[src/rtl/countdown_core.sv]
// Countdown core: debounced start/pause button driving a 1 Hz BCD countdown
// from START_VAL to 0 with run/pause/done status for the display controller.
module countdown_core #(
    parameter int unsigned CLK_HZ       = 100_000_000,
    parameter int unsigned DEBOUNCE_CYC = 2_000_000,
    parameter int unsigned START_VAL    = 10
) (
    input  logic       clk,
    input  logic       rst,
    input  logic       button,
    output logic [3:0] cnt_tens,
    output logic [3:0] cnt_ones,
    output logic       running,
    output logic       paused,
    output logic       done,
    output logic       sec_tick
);

    localparam int unsigned PW = $clog2(CLK_HZ);
    localparam int unsigned DW = $clog2(DEBOUNCE_CYC + 1);
    localparam logic [PW-1:0] PRESC_MAX  = PW'(CLK_HZ - 1);
    localparam logic [DW-1:0] DB_MAX     = DW'(DEBOUNCE_CYC - 1);
    localparam logic [3:0]    START_TENS = 4'(START_VAL / 10);
    localparam logic [3:0]    START_ONES = 4'(START_VAL % 10);

    typedef enum logic [1:0] {
        IDLE,
        RUN,
        PAUSE,
        DONE
    } state_t;

    state_t        state;
    logic          sync1;
    logic          sync2;
    logic          deb;
    logic          deb_q;
    logic          press;
    logic [DW-1:0] db_cnt;
    logic [PW-1:0] presc;
    logic [3:0]    tens;
    logic [3:0]    ones;
    logic [3:0]    dec_tens;
    logic [3:0]    dec_ones;
    logic          last_step;
    logic          step;

    // Button conditioning: synchroniser, debounce, registered rising-edge detect.
    always_ff @(posedge clk) begin
        if (rst) begin
            sync1  <= 1'b0;
            sync2  <= 1'b0;
            deb    <= 1'b0;
            deb_q  <= 1'b0;
            press  <= 1'b0;
            db_cnt <= '0;
        end else begin
            sync1 <= button;
            sync2 <= sync1;
            deb_q <= deb;
            press <= deb & ~deb_q;
            if (sync2 != deb) begin
                if (db_cnt == DB_MAX) begin
                    deb    <= sync2;
                    db_cnt <= '0;
                end else begin
                    db_cnt <= db_cnt + DW'(1);
                end
            end else begin
                db_cnt <= '0;
            end
        end
    end

    always_comb begin
        dec_tens = tens;
        dec_ones = ones - 4'd1;
        if (ones == 4'd0) begin
            dec_tens = tens - 4'd1;
            dec_ones = 4'd9;
        end
    end

    assign last_step = (tens == 4'd0) && (ones == 4'd1);
    assign step      = (state == RUN) && (presc == PRESC_MAX);

    // A terminal step takes priority over a simultaneous press.
    always_ff @(posedge clk) begin
        if (rst) begin
            state    <= IDLE;
            tens     <= START_TENS;
            ones     <= START_ONES;
            presc    <= '0;
            done     <= 1'b0;
            sec_tick <= 1'b0;
        end else begin
            done     <= 1'b0;
            sec_tick <= 1'b0;
            case (state)
                IDLE: begin
                    tens <= START_TENS;
                    ones <= START_ONES;
                    if (press) begin
                        state <= RUN;
                        presc <= '0;
                    end
                end
                RUN: begin
                    if (step) begin
                        presc    <= '0;
                        tens     <= dec_tens;
                        ones     <= dec_ones;
                        sec_tick <= 1'b1;
                        if (last_step) begin
                            state <= DONE;
                            done  <= 1'b1;
                        end else if (press) begin
                            state <= PAUSE;
                        end
                    end else begin
                        presc <= presc + PW'(1);
                        if (press) begin
                            state <= PAUSE;
                        end
                    end
                end
                PAUSE: begin
                    if (press) begin
                        state <= RUN;
                    end
                end
                DONE: begin
                    if (press) begin
                        state <= IDLE;
                        tens  <= START_TENS;
                        ones  <= START_ONES;
                    end
                end
                default: state <= IDLE;
            endcase
        end
    end

    assign cnt_tens = tens;
    assign cnt_ones = ones;
    assign running  = (state == RUN);
    assign paused   = (state == PAUSE);

endmodule

[config.mk]
export PLATFORM = sky130hd
export DESIGN_NAME = countdown_core
export DESIGN_NICKNAME = d
export VERILOG_FILES = /design/src/rtl/countdown_core.sv
export SDC_FILE = /design/constraint.sdc
export NUM_CORES = 1
export LEC_CHECK = 0
export CORE_MARGIN = 10
export CORE_UTILIZATION = 50
export CTS_BUF_LIST = sky130_fd_sc_hd__clkbuf_16
export CTS_CLUSTER_DIAMETER = 100
export CTS_CLUSTER_SIZE = 28
export DETAILED_ROUTE_END_ITERATION = 6
export PLACE_DENSITY = 0.73
export SYNTH_ARGS = -nofsm -noshare
export SYNTH_HDL_FRONTEND = slang
export SYNTH_SLANG_ARGS = --single-unit
[constraint.sdc]
create_clock -name clk -period 2.68 [get_ports clk]
set_input_delay 0.67 -clock clk [delete_from_list [all_inputs] [get_ports clk]]
set_output_delay 0.67 -clock clk [all_outputs]
set_load 0.1 [all_outputs]
### Word-level counts from Yosys, hierarchy flattened

Index checks and enable logic that the tools add are counted.

* $add $sub $neg: 4
* multiply operators: 0
* div/mod/pow operators: 0
* order comparisons: 0
* equal/unequal tests: 12
* shifts and indexed selects: 0
* mux-type cells: 19
* bitwise logic cells: 5
* reduce and logical (&&, ||, !) cells: 16

Operators with widths (count)
* two-way mux 27 bit: 2
* one-hot mux 27 bit (2 select lines): 1
* adder 27 x 1 -> 27 bit (second input constant): 1
* == test 27 bit (second input constant): 1
* two-way mux 4 bit: 6
* one-hot mux 4 bit (3 select lines): 2
* adder 21 x 1 -> 21 bit (second input constant): 1
* == test 21 bit (second input constant): 1
* two-way mux 2 bit: 5
* logical NOT 4 bit: 2
* subtractor 4 x 1 -> 4 bit (second input constant): 2
* inequality test 2 x 1 -> 1 bit (second input constant): 3
* one-hot mux 2 bit (3 select lines): 1
* AND reduction 2 bit: 3
* OR reduction 3 bit: 2
* == test 2 bit (second input constant): 2
* == test 4 x 1 -> 1 bit (second input constant): 1
* inequality test 2 bit (second input constant): 2
* NOT 1 bit: 4
* AND reduction 4 bit: 1
* OR reduction 2 bit: 2
* AND reduction 3 bit: 1
* nonzero test 3 bit: 1
* == test 2 x 1 -> 1 bit (second input constant): 1
* other kinds (6): 8

* bits in registers: 65
* latch bits: 0
* bits in writable memories: 0
* bits in read-only memories: 0
* output and inout bits: 12
* logic and storage cells: 68
* memories: 0

### Depth between registers and ports, before layout

Gate-level depths: netlist (run 1).

* word-level depth: 5
* gate-level depth with buffers: 8

### Worst setup path before layout (run 1)

Ideal clock, no wire load.

* path kind: flip-flop to output port
* from: reg state[1]
* to: out paused
* arrival time: 1.838 ns
* data required time: 2.010 ns
* setup slack: 0.172 ns
* cell stages (with the launch flop): 3
* path buffers: 1
* cell sequence: dfxtp_1 -> buf_4 -> nor2b_1

* cells in the longest elaborated chain, start to end: 1

RTL lines
* from (decl): line 33 `state_t state;`
* from (signal assigned): line 90 `state <= IDLE;`
* from (signal assigned): line 104 `state <= RUN;`
* from (signal assigned): line 115 `state <= DONE;`
* == test 2 bit: line 147 `assign paused = (state == PAUSE);`
* to (decl): line 14 `output logic paused,`

No other way between the ends.

### Final worst setup path (run 1)

* from: reg presc[8]
* to: reg presc[5]

* cells in the longest elaborated chain, start to end: 4

RTL lines
* from (decl): line 40 `logic [PW-1:0] presc;`
* from (signal assigned): line 121 `presc <= presc + PW'(1);`
* == test 27 bit: line 85 `assign step = (state == RUN) && (presc == PRESC_MAX);`
* logical AND 1 bit: line 85
* two-way mux 27 bit: line 109 `if (step) begin`
* one-hot mux 27 bit (2 select lines): line 99 `case (state)`

No other way between the ends.
A chain may end at the register's enable or synchronous reset.

==> results of run 1 <==
-- final cells by class --
cell class              count  share of cell area
clock inverters             7              0.0179
clock buffers               9              0.0643
repair buffers             18              0.0400
inverters                  14              0.0150
multi-input cells         262               0.465
flip-flops and latches     65               0.371
well taps                  75              0.0268
-- metal layers --
layer / routed length (µm) / vias up / track usage
met1: 2880 / 1116 / 0.148
met2: 2620 / 23 / 0.193
met5: 0 / - / 0
met3: 236 / 7 / 0.0524
met4: 61 / 0 / 0.0419
li1: - / 1263 / -
-- logic make-up (layout without fill, tap and decap cells) --
logic type / count (synthesis) / after routing / share of synthesized area
buffers and inverters: 28 / 48 / 0.0518
XOR/XNOR: 46 / 46 / 0.130
AND/OR/NAND/NOR: 179 / 179 / 0.298
flip-flops: 65 / 65 / 0.421
multiplexers: 1 / 1 / 0.00324
adder cells (fa/ha/maj): 7 / 7 / 0.0284
AO/OA/AOI/OAI: 29 / 29 / 0.0672
-- cells in the final DEF (no fill, tap or decap), drive strengths merged, types with 3 or more instances in the layout --
cell     n
dfxtp   65
nor2    64
xor2    25
nand3   23
nand2   21
xnor2   21
nand4   20
buf     16
inv     15
clkbuf   9
nor3     8
nor4     7
ha       7
a21oi    6
or4      6
nor2b    5
and3     5
o21ai    5
nor4b    4
or3      3
clkinv   3
-- critical path: cells and delay by family, from the launching register on --
kind	cells	cell delay [ps]
flops	1	350
buf+inv	1	280
compound gates	2	350
simple gates	3	1150
-- registers in the layout, summed over array words and instances, names as in the netlist --
name and flops:
cnt_ones 4, db_cnt 21, presc 27, deb_q 1
sec_tick 1, done 1, sync1 1, state 2
press 1, sync2 1, cnt_tens 4, deb 1
-- power by group --
part           total [W]  internal (W)  switching [W]
clock network    0.00112      0.000709       0.000416
logic          0.0000208    0.00000704      0.0000137
registers       0.000970      0.000969    0.000000899
total            0.00212       0.00168       0.000431
-- how the worst max path moves through the flow --
stage / from / to / slack (ps) / cells after the start
2_1_floorplan: state[1] / paused / 170 / 2
5_1_grt: presc[4] / presc[25] / 270 / 6
6_report: presc[8] / presc[5] / 410 / 6
3_3_place_gp: presc[8] / presc[3] / 480 / 6
4_1_cts: presc[8] / presc[13] / 410 / 6
3_5_place_dp: presc[8] / presc[6] / 430 / 6
-- through the flow --
step,instances,cell area [µm²],utilization,hold slack [ps]
floorplan,355,3090,-,367
global placement,434,3220,0.540,372
detailed placement,434,3220,0.540,383
CTS,450,3500,0.588,388
global route,450,3500,0.588,419
finish,450,3500,0.588,385
==> run_results.csv, run 1 <==
group,metric,value,unit
drt,firstDrtPassIters,4,
setup_path,r2r_slack,410,ps
sta,fmax,441,MHz
clock_network,cts_resized,0,
clock_network,tritoncts,"built",
floorplanning,start_util,0.519,
yosys,syn_inst,355,
setup_path,critical_path_class,"reg -> reg",
drt,drt_iter0_markers,145,
job,cap_violations,0,
sta,finalHoldViolations,0,
setup_path,reg2reg_to,"presc[5]",
clock_network,clkSinkCount,65,
sta,setup-tns-final,0,ps
grt,track_usage,0.123,
placed_design,globalplace.congestion,0.776,
drt,detail_route.wl_per_cell,12.9,µm
yosys,syn-cell-area,3090,µm²
setup_path,worst_path_largest_cell_delay,540,ps
floorplanning,rows,28,
power_and_ir_drop,ir_drop,0.485,mV
yosys,synth_edf_count,0,
yosys,synth_common_cells,"65 x dfxtp_1, 63 x nor2_1, 25 x xor2_1",
layout,nets,380,
setup_path,crit_slowest_cell,"or4_1",
yosys,synthFlopType,"dfxtp_1",
yosys,yosysUniqueCellTypes,56,
setup_path,start_kind,"flip-flop",
floorplanning,dieArea,9720,µm²
setup_path,worstPathArrival,2470,ps
sta,rsz0062_at_grt,"false",
setup_path,path_cells,"or4_1, or4_4, o21ai_2, a21o_1, buf_4, nor2_1",
run_status,status,"finished, final reports clean",
grt,grt_pass1_vias,2273,
clock_network,cts_hold_buf,0,
power_and_ir_drop,power,0.00212,W
drt,dr_total_vias,2409,
layout,drive_gt1_frac,0.109,
clock_network,cts_setup_buffers,0,
hold_path,hold_path.class,"reg -> reg",
placed_design,preCtsSetupSlack,429,ps
clock_network,cts_inserted_buffers,9,
drt,ant_nets,0,
clock_network,clock_path_buffers,2,
floorplanning,die_w,98.6,µm
placed_design,hpwl,3950,µm
placed_design,portBuffers,14,
yosys,synth.area.top_cells,"dfxtp_1 42%, nor2_1 7.7%, xor2_1 7.1%",
hold_path,whs_path_depth,1,
yosys,async_flop_share,0,
clock_network,root_buffer,"clkbuf_16",
clock_network,cts_max_level,3,
layout,antenna_cells,0,
sta,fin_crit_sh,0.847,
grt,grt_max_degree,28,
yosys,syn_nets,365,
grt,antenna_found_initial,0,
floorplanning,io_pins,15,
yosys,avgSynthCellArea,8.70,µm²
setup_path,cp_data_required_time,2880,ps
yosys,synth_area_leader_cell,"dfxtp_1",
layout,fill_cells,529,
sta,slew_viol_final,0,
sta,fin_crit,2270,ps
sta,layout_setup_ws,410,ps
yosys,yosysMostFrequentCell,"dfxtp_1",
yosys,synth_seq_cells,65,
sta,setup_viol,0,
yosys,ys_seq_area_frac,0.421,
grt,grt_pass1_wl,10200,µm
sta,worst_pin_slew,698,ps
hold_path,holdPathEnd,"press",
layout,multi_input_area,1630,µm²
yosys,yosysTopAreaCellShare,0.421,
sta,slew_headroom,0.535,
floorplanning,core,5960,µm²
floorplanning,die_h,98.6,µm
grt,overflow,0,
drt,via_per_inst,5.35,
yosys,ys_warn_count,0,
clock_network,cts.clk_slew.worst_paths,50,ps
drt,finalWirelength,5800,µm
setup_path,cp_max_fo,27,
power_and_ir_drop,cellLeakagePower,1.22,nW
layout,syn_to_final_growth,13.4,%
power_and_ir_drop,power.density,604,nW/µm²
setup_path,r2r-start,"presc[8]",
hold_path,min_from,"deb_q",
drt,drc,0,
setup_path,worstSetupEndpointType,"flip-flop",
layout,seqCellArea,1300,µm²
clock_network,clock_latency,330,ps
sta,worst_clock_skew,6.95,ps
setup_path,reg2reg_depth,6,
Note: power is estimated with default switching activity, not from simulation.
==> inputs of run 2 (changes only) <==
--- a/config.mk
+++ b/config.mk
@@ -11,7 +11,7 @@
 export CTS_CLUSTER_DIAMETER = 100
 export CTS_CLUSTER_SIZE = 28
 export DETAILED_ROUTE_END_ITERATION = 6
-export PLACE_DENSITY = 0.73
+export PLACE_DENSITY = 0.76
 export SYNTH_ARGS = -nofsm -noshare
 export SYNTH_HDL_FRONTEND = slang
 export SYNTH_SLANG_ARGS = --single-unit
==> constraint.sdc (replaced) <==
create_clock -name clk -period 1.9 [get_ports clk]
set_input_delay 0.475 -clock clk [delete_from_list [all_inputs] [get_ports clk]]
set_output_delay 0.475 -clock clk [all_outputs]
set_load 0.1 [all_outputs]
==> run_results.csv, run 2 (synthesis results as in run 1) <==
group,metric,value,unit
run_status,status,"finished, violations left",
run_status,violations,"negative setup slack",
clock_network,clock_path_buffers,2,
setup_path,r2r-start,"presc[17]",
placed_design,globalplace.congestion,0.821,
floorplanning,start_util,0.519,
setup_path,worstPathArrival,2240,ps
clock_network,cts_max_level,3,
clock_network,clock_latency,330,ps
placed_design,portBuffers,14,
grt,grt_pass1_vias,2610,
drt,finalWirelength,7200,µm
drt,via_per_inst,5.46,
layout,syn_to_final_growth,35.2,%
grt,gr-usage-met1,0.164,
layout,nets,426,
placed_design,hpwl,4510,µm
sta,fin_crit,2020,ps
grt,antenna_found_initial,0,
setup_path,worstSetupEndpointType,"flip-flop",
sta,setup_viol,29,
layout,largest_reg_flops,27,
clock_network,cts_inserted_buffers,9,
sta,worst_pin_slew,518,ps
clock_network,cts.clk_slew.worst_paths,60,ps
drt,dr_total_vias,2710,
setup_path,r2r_slack,-120,ps
layout,reg_top3,"presc x27, db_cnt x21",
job,cap_violations,0,
setup_path,crit_slowest_cell,"or4_1",
sta,finalHoldViolations,0,
layout,top_register,"presc",
floorplanning,dieArea,9720,µm²
layout,multi_input_area,1760,µm²
layout,antenna_cells,0,
floorplanning,io_pins,15,
floorplanning,rows,28,
sta,layout_setup_ws,-118,ps
drt,detail_route.wl_per_cell,14.5,µm
layout,seqCellArea,1330,µm²
grt,track_usage,0.140,
setup_path,critical_path_class,"reg -> reg",
sta,rsz0062_at_grt,"true",
setup_path,reg2reg_depth,6,
setup_path,path_delay_family,"simple AND/OR/NAND/NOR gates",
floorplanning,die_h,98.6,µm
grt,grtUsageMet2,0.233,
setup_path,reg2reg_to,"presc[18]",
setup_path,startpoint,"presc[17]",
grt,overflow,0,
setup_path,path_buf_inv,1,
hold_path,holdPathEnd,"press",
hold_path,min_from,"deb_q",
layout,final_cell_mix,"61 x nor2_1, 52 x dfxtp_1, 46 x buf_4",
layout,fill_cells,455,
setup_path,path_cells,"or4_1, or4_4, o21ai_4, a21o_4, clkbuf_16, nor2_1",
grt,grt_max_degree,28,
drt,ant_nets,0,
grt,grt_use_met3,0.0454,
clock_network,root_buffer,"clkbuf_16",
layout,design_area,4180,µm²
floorplanning,die_w,98.6,µm
clock_network,tritoncts,"built",
sta,slew_viol_final,0,
setup_path,cp_max_fo,13,
drt,drc,0,
power_and_ir_drop,cellLeakagePower,1.51,nW
hold_path,hold_path.class,"reg -> reg",
power_and_ir_drop,ir_drop,0.548,mV
sta,slew_headroom,0.654,
sta,worst_clock_skew,7.35,ps
setup_path,cp_data_required_time,2120,ps
drt,drt_iter0_markers,106,
layout,final_util,0.701,
layout,final_common_cell,"nor2_1",
grt,busiest_layer,"met2",
clock_network,clkSinkCount,65,
sta,fmax,495,MHz
drt,firstDrtPassIters,4,
setup_path,worst_path_largest_cell_delay,510,ps
layout,drive_gt1_frac,0.278,
placed_design,place_area,3670,µm²
setup_path,start_kind,"flip-flop",
hold_path,whs_path_depth,1,
power_and_ir_drop,power,0.00290,W
grt,grt_pass1_wl,11600,µm
setup_path,cp.depth,6,
power_and_ir_drop,power.density,695,nW/µm²
floorplanning,core,5960,µm²
sta,fin_crit_sh,1.06,
-- run 2: cell types whose count changed in the layout (fill, tap and decap cells not counted), sizes merged --
cell,previous run,this run
buf,16,61
clkinv,3,6
bufinv,1,0
clkbuf,9,10
clkinvlp,2,1
inv,15,14
-- run 2: timing repair --
action | CTS | global route
pin swaps | 3 | 16
hold endpoints to repair | 0 | 0
buffers inserted | 3 | 7
hold buffers | 0 | 0
resized for setup | 2 | 34
cloned | 0 | 1
setup endpoints to repair | 32 | 40
-- run 2: worst max path at each step --
stage / endpoint / slack (ps)
after floorplan: presc[24] / -130
after global placement: presc[19] / -80
after CTS: presc[19] / -160
after detailed placement: presc[3] / -120
after global routing: presc[11] / -160
final: presc[18] / -120
-- run 2: routing by layer --
| layer | share of wire | up-vias |
|---|---|---|
| met1 | 0.46 | 1303 |
| met4 | 0.0075 | 0 |
| met3 | 0.031 | 4 |
| li1 | - | 1357 |
| met2 | 0.50 | 46 |
| met5 | 0 | - |
-- run 2: cell type report --
type                       count  area share
clock buffer                   9      0.0539
clock inverter                 7      0.0114
inverter                      14      0.0126
multi-input combinational    262       0.421
sequential                    65       0.317
tap                           75      0.0225
timing repair buffer          64       0.161
-- run 2: power breakdown --
| group | total, W | switching (W) | internal, W |
|---|---|---|---|
| clock network | 0.00149 | 0.000614 | 0.000878 |
| registers | 0.00136 | 0.00000139 | 0.00136 |
| logic | 0.0000463 | 0.0000248 | 0.0000215 |
-- run 2: worst register-to-register path: stages (launching register included) --
cell and delay (ps):
dfxtp_2 310, or4_1 510, or4_4 500, o21ai_4 190
a21o_4 170, clkbuf_16 170, nor2_1 50
-- run 2: metrics by stage --
stage | cells | worst slack (ps) | hold slack (ps) | TNS, ps
detailed placement | 470 | -117 | 393 | -3010
global route | 496 | -165 | 418 | -4560
global placement | 470 | -83.4 | 372 | -2070
CTS | 489 | -160 | 411 | -4250
floorplan | 355 | -132 | 367 | -2730
finish | 496 | -118 | 405 | -2790
